## src/rtl/ifetch_queue_pkg.sv

```systemverilog
// Shared definitions for the instruction queue between ifetch and decode.
// Purpose : fault-code width, the "no fault" code, and the layout of one
//           queued entry ({instr, pc, msr, fault}, 100 bits).
// Ports   : none (package).
package ifetch_queue_pkg;

    localparam int FAULT_W = 4;
    localparam logic [FAULT_W-1:0] FAULT_NONE = '0;

    localparam int WORD_W  = 32;
    localparam int ENTRY_W = WORD_W + WORD_W + WORD_W + FAULT_W;

    typedef struct packed {
        logic [WORD_W-1:0]  instr;
        logic [WORD_W-1:0]  pc;
        logic [WORD_W-1:0]  msr;
        logic [FAULT_W-1:0] fault;
    } ifq_entry_t;

    function automatic ifq_entry_t make_entry(
        input logic [WORD_W-1:0]  instr,
        input logic [WORD_W-1:0]  pc,
        input logic [WORD_W-1:0]  msr,
        input logic [FAULT_W-1:0] fault
    );
        ifq_entry_t e;
        e.instr = instr;
        e.pc    = pc;
        e.msr   = msr;
        e.fault = fault;
        return e;
    endfunction

endpackage

```

## src/rtl/ifq_storage.sv

```systemverilog
// Entry storage for ifetch_queue.
// Purpose : DEPTH x ENTRY_W flop array with one synchronous write port and
//           one asynchronous (combinational) read port. Kept as flops rather
//           than RAM so the head entry is visible in the same cycle the read
//           pointer moves. Contents are not reset.
// Ports   : clk      - clock
//           wr_en    - write strobe
//           wr_addr  - write slot
//           wr_data  - entry to store
//           rd_addr  - read slot
//           rd_data  - entry at rd_addr (combinational)
import ifetch_queue_pkg::*;

module ifq_storage #(
    parameter int DEPTH = 4,
    parameter int AW    = $clog2(DEPTH)
) (
    input  logic              clk,
    input  logic              wr_en,
    input  logic [AW-1:0]     wr_addr,
    input  ifq_entry_t        wr_data,
    input  logic [AW-1:0]     rd_addr,
    output ifq_entry_t        rd_data
);

    ifq_entry_t slots [DEPTH];

    genvar gi;
    generate
        for (gi = 0; gi < DEPTH; gi++) begin : g_slot
            ifq_entry_t slot_reg;

            always_ff @(posedge clk) begin
                if (wr_en && (wr_addr == AW'(gi))) begin
                    slot_reg <= wr_data;
                end
            end

            assign slots[gi] = slot_reg;
        end
    endgenerate

    assign rd_data = slots[rd_addr];

endmodule

```

## src/rtl/ifetch_queue.sv

```systemverilog
// Instruction queue between ifetch and decode.
// Purpose : buffers fetched words (instr, pc, msr, fault) so short decode
//           stalls do not back-pressure fetch. Valid/stall handshake on both
//           sides, flush on annul/redirect, and a sticky hold after a
//           faulting fetch until the next flush.
// Ports   : clk        - clock, all state on rising edge
//           reset      - asynchronous active-low reset
//           in_valid/in_instr/in_pc/in_msr/in_fault - from ifetch
//           in_stall   - back-pressure to ifetch (registered-only source)
//           flush      - drop everything; takes effect next cycle
//           out_valid/out_instr/out_pc/out_msr/out_fault - head entry to decode
//           out_stall  - decode stall
//           count      - occupancy 0..DEPTH
import ifetch_queue_pkg::*;

module ifetch_queue #(
    parameter  int DEPTH = 4,
    localparam int AW    = $clog2(DEPTH)
) (
    input  logic               clk,
    input  logic               reset,
    input  logic               in_valid,
    input  logic [31:0]        in_instr,
    input  logic [31:0]        in_pc,
    input  logic [31:0]        in_msr,
    input  logic [FAULT_W-1:0] in_fault,
    output logic               in_stall,
    input  logic               flush,
    output logic               out_valid,
    output logic [31:0]        out_instr,
    output logic [31:0]        out_pc,
    output logic [31:0]        out_msr,
    output logic [FAULT_W-1:0] out_fault,
    input  logic               out_stall,
    output logic [AW:0]        count
);

    localparam logic [AW:0] FULL_COUNT = (AW+1)'(DEPTH);

    logic [AW-1:0] wr_ptr_reg, wr_ptr_next;
    logic [AW-1:0] rd_ptr_reg, rd_ptr_next;
    logic [AW:0]   count_reg,  count_next;
    logic          fault_held_reg, fault_held_next;

    logic       push;
    logic       pop;
    ifq_entry_t wr_entry;
    ifq_entry_t head_entry;

    // in_stall depends only on registers, so a full queue refuses a push
    // even when a pop happens in the same cycle (one bubble, by design).
    assign in_stall  = (count_reg == FULL_COUNT) || fault_held_reg;
    assign out_valid = (count_reg != '0) && !flush;

    // A push offered in a flush cycle is discarded.
    assign push = in_valid && !in_stall && !flush;
    assign pop  = out_valid && !out_stall;

    assign wr_entry = make_entry(in_instr, in_pc, in_msr, in_fault);

    ifq_storage #(
        .DEPTH (DEPTH),
        .AW    (AW)
    ) u_storage (
        .clk     (clk),
        .wr_en   (push),
        .wr_addr (wr_ptr_reg),
        .wr_data (wr_entry),
        .rd_addr (rd_ptr_reg),
        .rd_data (head_entry)
    );

    assign out_instr = head_entry.instr;
    assign out_pc    = head_entry.pc;
    assign out_msr   = head_entry.msr;
    assign out_fault = head_entry.fault;
    assign count     = count_reg;

    always_comb begin
        wr_ptr_next     = wr_ptr_reg;
        rd_ptr_next     = rd_ptr_reg;
        count_next      = count_reg;
        fault_held_next = fault_held_reg;

        if (flush) begin
            wr_ptr_next     = '0;
            rd_ptr_next     = '0;
            count_next      = '0;
            fault_held_next = 1'b0;
        end else begin
            // Pointers are AW bits wide and wrap on their own; full/empty
            // are always decided from count, never from pointer equality.
            if (push) begin
                wr_ptr_next = wr_ptr_reg + 1'b1;
            end
            if (pop) begin
                rd_ptr_next = rd_ptr_reg + 1'b1;
            end
            unique case ({push, pop})
                2'b10:   count_next = count_reg + 1'b1;
                2'b01:   count_next = count_reg - 1'b1;
                default: count_next = count_reg;
            endcase
            // Fetch after a fault is meaningless until redirect: hold off
            // further pushes. The faulting entry itself still drains in order.
            if (push && (in_fault != FAULT_NONE)) begin
                fault_held_next = 1'b1;
            end
        end
    end

    always_ff @(posedge clk or negedge reset) begin
        if (!reset) begin
            wr_ptr_reg     <= '0;
            rd_ptr_reg     <= '0;
            count_reg      <= '0;
            fault_held_reg <= 1'b0;
        end else begin
            wr_ptr_reg     <= wr_ptr_next;
            rd_ptr_reg     <= rd_ptr_next;
            count_reg      <= count_next;
            fault_held_reg <= fault_held_next;
        end
    end

endmodule
```

## config.mk

```make
export PLATFORM = sky130hd
export DESIGN_NAME = ifetch_queue
export DESIGN_NICKNAME = d
export VERILOG_FILES = /design/src/rtl/ifetch_queue_pkg.sv /design/src/rtl/ifq_storage.sv /design/src/rtl/ifetch_queue.sv
export SDC_FILE = /design/constraint.sdc
export NUM_CORES = 1
export LEC_CHECK = 0
export BUFFER_PORTS_ARGS = -buffer_cell sky130_fd_sc_hd__buf_2
export CAP_MARGIN = 20
export CORE_UTILIZATION = 35
export DETAILED_ROUTE_END_ITERATION = 10
export GPL_TIMING_DRIVEN = 0
export SKIP_LAST_GASP = 1
export SLEW_MARGIN = 25
export SYNTH_ARGS = -nofsm -noshare
export SYNTH_HDL_FRONTEND = slang
export SYNTH_HIERARCHICAL = 1
export SYNTH_SLANG_ARGS = --single-unit
```

## constraint.sdc

```tcl
create_clock -name clk -period 24.3 [get_ports clk]
set_input_delay 4.86 -clock clk [delete_from_list [all_inputs] [get_ports clk]]
set_output_delay 4.86 -clock clk [all_outputs]
set_load 0.005 [all_outputs]
```

Yosys cells after proc, flatten, opt, wreduce, memory -nomap -nowiden. Index checks and enable logic that the tools add are counted.

Bits in registers: 408. Word-level logic and storage cells: 63. Output and inout port bits: 105.

Equality and inequality tests: 6. $add $sub $neg: 4. Reduce and logical (&&, ||, !) cells: 20. Order comparisons: 1. Muxes and demuxes: 11. Bitwise logic cells: 1.

Operators with widths (count): binary-select mux 100 bit (select 2 bit) (1); 2-to-1 mux 100 bit (2); logical AND 1 bit (9); 2-to-1 mux 2 bit (4); == test 2 bit, second input constant (3); one-hot mux 3 bit (2 select lines) (1); nonzero test 2 bit (3); nonzero test 3 bit (2); adder 2 x 1 -> 2 bit, second input constant (2); == test 2 x 1 -> 1 bit, second input constant (2); nonzero test 4 bit (1); adder 3 x 1 -> 3 bit, second input constant (1); == test 3 bit, second input constant (1); greater-or-equal comparator 3 bit, second input constant (1); logical NOT 1 bit (3); 2-to-1 mux 3 bit (1); inverter 2 -> 3 bit (1); subtractor 3 x 1 -> 3 bit, second input constant (1); logical NOT 2 bit (1); 2-to-1 mux 1 bit (2); logical OR 1 bit (1).

Longest topological paths before layout. Gate-level depths: netlist of run 1.

Depth in word-level cells: 8. Mapped depth: 8. Depth with buffers taken out: 8.

Modules after synthesis. Netlist of run 1, hierarchy kept.

Modules (own cells, without submodules): ifq_storage (instances 1, cells each 526, area an instance 14560.2 um^2, sequential area each 12011.5 um^2); ifetch_queue (instances 1, cells each 49, area an instance 506.7 um^2, sequential area each 200.2 um^2).

Worst setup path after synthesis of run 1. Ideal clock, no wire load.

Path type: input -> register. From: in in_valid. To: reg u_storage/g_slot[0].slot_reg[0] (netlist name) (enable). Required time: 23.598 ns. Slack: 10.807 ns. Stages: 4. Data arrival time: 12.791 ns. Cell sequence: nor2b_4 a21boi_4 nor2b_1 nor3b_1.

Cells in the longest elaborated chain, start to end: 3.

Ends and longest elaborated chain: start, declared (RTL line ifetch_queue.sv:22) `input logic in_valid,`; logical AND 1 bit (2 in series) (RTL line ifetch_queue.sv:56) `assign push = in_valid && !in_stall && !flush;`; named net push (RTL line ifetch_queue.sv:45) `logic push;`; logical AND 1 bit (RTL line ifq_storage.sv:34) `if (wr_en && (wr_addr == AW'(gi))) begin`; end signal, assigned (RTL line ifq_storage.sv:35) `slot_reg <= wr_data;`; end, declared (RTL line ifq_storage.sv:31) `ifq_entry_t slot_reg;`.

The timed path passes the listed nets, and every way through them passes these cells. A chain may end at the register's enable or synchronous reset.

Final worst setup path of run 1.
From: in flush. To: out out_valid.

Cells in the longest elaborated chain, start to end: 2.

Ends and longest elaborated chain: start, declared (RTL line ifetch_queue.sv:28) `input logic flush,`; logical NOT 1 bit (RTL line ifetch_queue.sv:53) `assign out_valid = (count_reg != '0) && !flush;`; logical AND 1 bit (RTL line ifetch_queue.sv:53); end, declared (RTL line ifetch_queue.sv:29) `output logic out_valid,`.

No other way between the ends.

==> results of run 1 <==
==> cell type report <==
class	instances	area, sq um	area share
Sequential cell	408	12200	0.661
Multi-Input combinational cell	143	2600	0.141
Timing Repair Buffer	234	1360	0.0735
Clock buffer	59	1170	0.0632
Tap cell	539	674	0.0365
Buffer	23	269	0.0146
Clock inverter	19	184	0.00996
Inverter	1	3.75	0.000203
==> power by group <==
| part | switching [W] | internal [W] | total, W |
|---|---|---|---|
| clock | 0.000260 | 0.000369 | 0.000629 |
| combinational | 0.000174 | 0.000212 | 0.000386 |
| sequential | 0.0000126 | 0.000808 | 0.000821 |
==> per-stage QoR <==
| stage | power, W | std cells | worst slack (ns) | hold WS, ns | area [sq um] |
|---|---|---|---|---|---|
| 2_1_floorplan | 0.00109 | 575 | 10.81 | 0.508 | 15100 |
| 3_3_place_gp | 0.00124 | 1323 | 3.86 | 0.530 | 16800 |
| 3_5_place_dp | 0.00123 | 1348 | 13.87 | 0.546 | 17100 |
| 4_1_cts | 0.00187 | 1426 | 13.87 | 0.555 | 18500 |
| 5_1_grt | 0.00192 | 1426 | 13.76 | 0.566 | 18500 |
| 6_report | 0.00184 | 1426 | 13.87 | 0.547 | 18500 |
==> worst min-delay path, delay by kind of cell, from the launching register on <==
| family | cells | cell delay, ns |
|---|---|---|
| flops | 1 | 0.35 |
| simple gates | 1 | 0.04 |
| xor+xnor | 1 | 0.12 |
==> kinds of logic (layout without fill, tap and decap cells) <==
kind of cell | Yosys count | in the layout
XOR/XNOR | 5 | 5
buffers and inverters | 24 | 336
AO/OA/AOI/OAI | 10 | 10
flip-flops | 408 | 408
AND/OR/NAND/NOR | 25 | 25
multiplexers | 102 | 102
adder cells (fa/ha/maj) | 1 | 1
==> worst paths after layout <==
kind	start	endpoint	slack, ns	cells past startpoint
max	flush	out_valid	13.87	4
min	rd_ptr_reg[1]	rd_ptr_reg[1]	0.55	2
max reg2reg	count[0]	u_storage/g_slot[0].slot_reg[24]	21.13	9
min reg2reg	rd_ptr_reg[1]	rd_ptr_reg[1]	0.55	2
max in group asynchronous	reset	count[2]	19.99	1
min in group asynchronous	reset	wr_ptr_reg[1]	4.14	1
==> routing by layer <==
metal  global-route usage  up-vias  routed length [um]
li1                     -     3059                   -
met1                0.180     3621               12800
met2                0.219      181               14100
met3               0.0410       53                1990
met4               0.0534        2                 767
met5                    0        -                  17
==> placed cells by master (no fill, tap or decap), drive strengths merged, types with 2 or more instances in the layout <==
cell    Yosys  routed
clkinv      0      14
edfxtp    400     400
buf        22     256
nor3        2       2
dfrtp       8       8
clkbuf      1      60
and3        2       2
nor3b       2       2
nor2b       3       3
mux4      100     100
and3b       2       2
nand2b      2       2
bufinv      0       3
inv         1       2
nor2       10      10
a21oi       3       3
xnor2       4       4
==> results.sh, run 1 <==
export IMPL_area_growth_pct=22.6
export IMPL_overflow=0
export IMPL_crit_chain="buf_2, clkbuf_1, nor2_1, buf_2"
export IMPL_viasPerCell=4.85
export IMPL_grt_pass1_wl_um=45400
export IMPL_synth_area_top_cells="edfxtp_1 (80%), mux4_2 (15%), buf_12 (1.3%)"
export IMPL_power_density_nw_per_um2=99.4
export IMPL_fill_cells=3638
export IMPL_skew_ns=0.0134
export IMPL_start_kind="primary input"
export IMPL_cts_root_buf="clkbuf_16"
export IMPL_dieArea_sq_um=43900
export IMPL_yosys_area_share_simple=0.0103
export IMPL_ir_worst_vdd_mv=0.0627
export IMPL_clk_latency_ns=0.56
export IMPL_drt_antenna_violating_nets=0
export IMPL_ys_top_cells_by_count="edfxtp_1 (400), mux4_2 (100), buf_12 (10), buf_2 (10)"
export IMPL_hold_viol=0
export IMPL_drv_cap=0
export IMPL_synth_cell_types=35
export IMPL_cts_tree="yes"
export IMPL_place_hpwl_um=19500
export IMPL_p_leak_nw=6.17
export IMPL_drive_above_1_share=0.478
export IMPL_ctsResizeCount=0
export IMPL_final_nets=960
export IMPL_worst_ep_required_time_ns=19.44
export IMPL_max_freq_ghz=0.0959
export IMPL_synth_edf_count=400
export IMPL_drt_initial_drc_count=292
export IMPL_tns_ns=0
export IMPL_cp_top_family="buffers and inverters"
export IMPL_grt_max_degree=35
export IMPL_synth_adder_area_share=0.00133
export IMPL_relSlewSlack=0.459
export IMPL_syn_num_nets=681
export IMPL_netlist_instances=575
export IMPL_yosys_cell_count_top_type="edfxtp_1"
export IMPL_cp_arrival_ns=5.57
export IMPL_rows=75
export IMPL_hp_class="reg2reg"
export IMPL_clockBufferDepth=3
export IMPL_yosys_register_bits=408
export IMPL_final_util=0.437
export IMPL_path_clk_slew_ns=0.06
export IMPL_drv_slew=0
export IMPL_cts_hold_buf=0
export IMPL_critPathKind="in2out"
export IMPL_yosysWarnings=6
export IMPL_cts_made_buffers=43
export IMPL_critPathMostFrequentCell="buf_2"
export IMPL_syn_mean_instance_area_sq_um=26.2
export IMPL_routedWlPerCell_um=20.8
export IMPL_routed_wl_um=29700
export IMPL_synth_compound_area_share=0.00523
export IMPL_period_needed_ns=10.43
export IMPL_n_antenna_cell=0
export IMPL_cpMaxStageDelayCell="clkbuf_1"
export IMPL_finalCritPeriodShare=0.429
export IMPL_ys_seq_area_frac=0.810
export IMPL_synth_flop_cell="edfxtp_1"
export IMPL_crit_fanout=10
export IMPL_setup_viol=0
export IMPL_route_detailed_drc=0
export IMPL_tightest_slew_ns=0.812
export IMPL_die_y_um=209
export IMPL_antenna_found_initial=1
export IMPL_io_pins=210
export IMPL_crit_path_end_kind="output pin"
export IMPL_synthXorXnorAreaFrac=0.00340
export IMPL_status="completed"
export IMPL_rsz0062_at_grt="false"
export IMPL_place_congestion=0.709
export IMPL_grt_use_total=0.138
export IMPL_cts_max_level=2
export IMPL_synthesis_area_sq_um=15100
export IMPL_grt_pass1_vias=7477
export IMPL_ys_async_sr_fraction=0.0196
export IMPL_synth_top_area_cell="edfxtp_1"
export IMPL_cp_num_buf_inv=3
export IMPL_core_sq_um=42200
export IMPL_slowest_delay_ns=0.36
export IMPL_postCtsSetupBuffers=0
export IMPL_dieWidth_um=209
export IMPL_cts_sinks=408
export IMPL_synth_top_family_by_area="multiplexers"
export IMPL_yosys_area_top_type_share=0.797
export IMPL_port_buffers=209
export IMPL_start_util=0.357
export IMPL_largest_reg_flops=400
export IMPL_first_pass_iters=7
export IMPL_synthMuxAreaShare=0.151
export IMPL_vias=6916
No activity file was read; power rests on OpenSTA's default activity.
==> run 2, diff against run 1 <==
ABC_AREA = 1   (was unset)
clock period = 8.4 ns   (was 24.3 ns; I/O delays follow)
==> run 2 against run 1 <==
Clock-buffer cell count is 6 higher; flip-flop and latch count stayed put; setup slack worse by 9.5 ns; hold slack worse by 0.012 ns; highest routed layer unchanged; clock power grew to 3.0 times the previous value; core utilization is 0.16 points lower.
==> results.sh, run 2 <==
export IMPL_status="completed"
export IMPL_dp_slack_ns=4.05
export IMPL_first_pass_iters=6
export IMPL_yosys_register_bits=408
export IMPL_start_kind="flop"
export IMPL_cts_sinks=408
export IMPL_setup_ws_ns=4.41
export IMPL_grt_max_degree=13
export IMPL_period_needed_ns=3.99
export IMPL_finalCritPeriodShare=0.475
export IMPL_drv_cap=0
export IMPL_crit_path_end_kind="output pin"
export IMPL_syn_num_nets=1742
export IMPL_largest_reg_flops=400
export IMPL_synthesis_area_sq_um=17600
export IMPL_power_density_nw_per_um2=273
export IMPL_rsz0062_at_grt="false"
export IMPL_cts_hold_buf=0
export IMPL_critPathKind="reg2out"
export IMPL_met2_length_um=20900
export IMPL_wl_met1_um=17700
export IMPL_path_clk_slew_ns=0.05
export IMPL_area_growth_pct=21.8
export IMPL_routedWlPerCell_um=16.0
export IMPL_rows=81
export IMPL_grt_use_total=0.168
export IMPL_drt_antenna_violating_nets=0
export IMPL_synth_edf_count=400
export IMPL_max_freq_ghz=0.251
export IMPL_yosys_cell_count_top_type="nand2_1"
export IMPL_dieArea_sq_um=51200
export IMPL_viasPerCell=4.36
export IMPL_clk_latency_ns=0.56
export IMPL_route_detailed_drc=0
export IMPL_place_congestion=0.727
export IMPL_drive_above_1_share=0.205
export IMPL_antenna_found_initial=10
export IMPL_place_hpwl_um=28900
export IMPL_r2r_end="u_storage/g_slot[0].slot_reg[55]"
export IMPL_clockBufferDepth=3
export IMPL_synth_flop_cell="edfxtp_1"
export IMPL_cts_made_buffers=46
export IMPL_core_sq_um=49300
export IMPL_synth_top_area_cell="edfxtp_1"
export IMPL_die_y_um=226
export IMPL_highest_layer="met5"
export IMPL_synth_cell_types=28
export IMPL_postCtsSetupBuffers=0
export IMPL_dpl_cell_area_sq_um=20000
export IMPL_relSlewSlack=0.494
export IMPL_port_buffers=209
export IMPL_hp_class="reg2reg"
export IMPL_cts_tree="yes"
export IMPL_drt_initial_drc_count=582
export IMPL_fill_cells=4704
export IMPL_r2r_start="count[0]"
export IMPL_final_area_sq_um=21500
export IMPL_netlist_instances=1636
export IMPL_cts_max_level=2
export IMPL_dr_wl_met3_um=2640
export IMPL_io_pins=210
export IMPL_routed_wl_um=42400
export IMPL_final_cell_mix="nand2_1 (516), inv_1 (413), edfxtp_1 (400), buf_2 (210), nand3_1 (204)"
export IMPL_syn_mean_instance_area_sq_um=10.8
export IMPL_cp_endpoint="out_msr[22]"
export IMPL_ys_top_cells_by_count="nand2_1 (516), inv_1 (413), edfxtp_1 (400), nand3_1 (204), buf_6 (44)"
export IMPL_yosys_area_top_type_share=0.682
export IMPL_start_util=0.358
export IMPL_r2r_cells=13
export IMPL_worst_ep_required_time_ns=6.72
export IMPL_cts_root_buf="clkbuf_16"
export IMPL_vias=11591
export IMPL_cp_arrival_ns=2.31
export IMPL_synth_area_top_cells="edfxtp_1 (68%), nand2_1 (11%), inv_1 (8.8%)"
export IMPL_yosysWarnings=6
export IMPL_hold_viol=0
export IMPL_layout_commonest_cell="nand2_1"
export IMPL_overflow=0
export IMPL_ctsResizeCount=0
export IMPL_grt_pass1_wl_um=64500
export IMPL_ff2ff_setup_slack_ns=5.25
export IMPL_crit_start="rd_ptr_reg[1]"
export IMPL_final_nets=2063
export IMPL_grt_pass1_vias=11484
export IMPL_p_leak_nw=9.93
export IMPL_setup_viol=0
export IMPL_ir_worst_vdd_mv=0.174
export IMPL_drv_slew=0
export IMPL_tightest_slew_ns=0.755
export IMPL_ys_seq_area_frac=0.693
export IMPL_skew_ns=0.0170
export IMPL_dieWidth_um=226
export IMPL_crit_fanout=11
export IMPL_ys_async_sr_fraction=0.0196
==> run 2: cell types whose count changed after synthesis, moves of 7 or more <==
cell	change
nand2_1	+516
inv_1	+412
nand3_1	+204
mux4_2	-100
buf_6	+43
buf_12	-10
buf_8	+10
buf_2	-9
clkbuf_1	+8
nor2_1	-7
==> run 2: logic make-up after synthesis <==
| kind of cell | after synthesis | synth area share |
|---|---|---|
| AOI/OAI and AO/OA | 5 | 0.00163 |
| xor gates and xnor gates | 1 | 0.000497 |
| adders and majority gates | 1 | 0.00114 |
| buffers and inverters | 483 | 0.129 |
| DFF | 408 | 0.693 |
| and+or+nand+nor | 738 | 0.175 |
==> run 2: per-layer routing <==
layer,vias to the layer above,track usage
met5,-,0
met2,261,0.288
met3,77,0.0433
li1,5771,-
met1,5466,0.206
met4,16,0.0514
==> run 2: power breakdown <==
| part | internal (W) | leakage (nW) | switching (W) |
|---|---|---|---|
| registers | 0.00235 | 3.73 | 0.0000332 |
| clock network | 0.00114 | 0.689 | 0.000770 |
| logic | 0.000601 | 5.51 | 0.000966 |
| total | 0.00408 | 9.93 | 0.00177 |
==> run 2: area by class of cell <==
cell class	count	area, sq um	area share
clock inverter	18	173	0.00805
antenna	1	2.50	0.000117
sequential	408	12200	0.569
buffer	66	706	0.0329
tap	664	831	0.0387
timing repair buffer	273	1550	0.0723
clock buffer	65	1260	0.0589
inverter	417	1570	0.0729
multi-input combinational	745	3160	0.147
==> run 2: worst max-delay path: stages, from the launching register on <==
cell	delay (ns)
dfrtp_1	0.41
inv_2	0.36
clkbuf_1	0.55
nand3_1	0.18
nand2_1	0.10
buf_2	0.14
==> run 2: worst min-delay path by stage <==
stage | from | end | slack [ns] | cells past startpoint
final | rd_ptr_reg[1] | rd_ptr_reg[1] | 0.53 | 1
after CTS | rd_ptr_reg[1] | rd_ptr_reg[1] | 0.54 | 1
after global placement | rd_ptr_reg[1] | rd_ptr_reg[1] | 0.52 | 1
after floorplan | rd_ptr_reg[1] | rd_ptr_reg[1] | 0.49 | 1
after detailed placement | rd_ptr_reg[1] | rd_ptr_reg[1] | 0.54 | 1
after global routing | rd_ptr_reg[1] | rd_ptr_reg[1] | 0.58 | 1
==> run 2: per-stage QoR <==
step	utilization	power (W)	hold slack (ns)	std cells	TNS, ns
after detailed placement	0.407	0.00402	0.535	2573	0
final	0.436	0.00585	0.535	2657	0
after floorplan	-	0.00335	0.488	1636	-437.20
after global routing	0.436	0.00617	0.575	2656	0
after global placement	0.396	0.00401	0.523	2509	-3052.79
after CTS	0.436	0.00595	0.545	2656	0
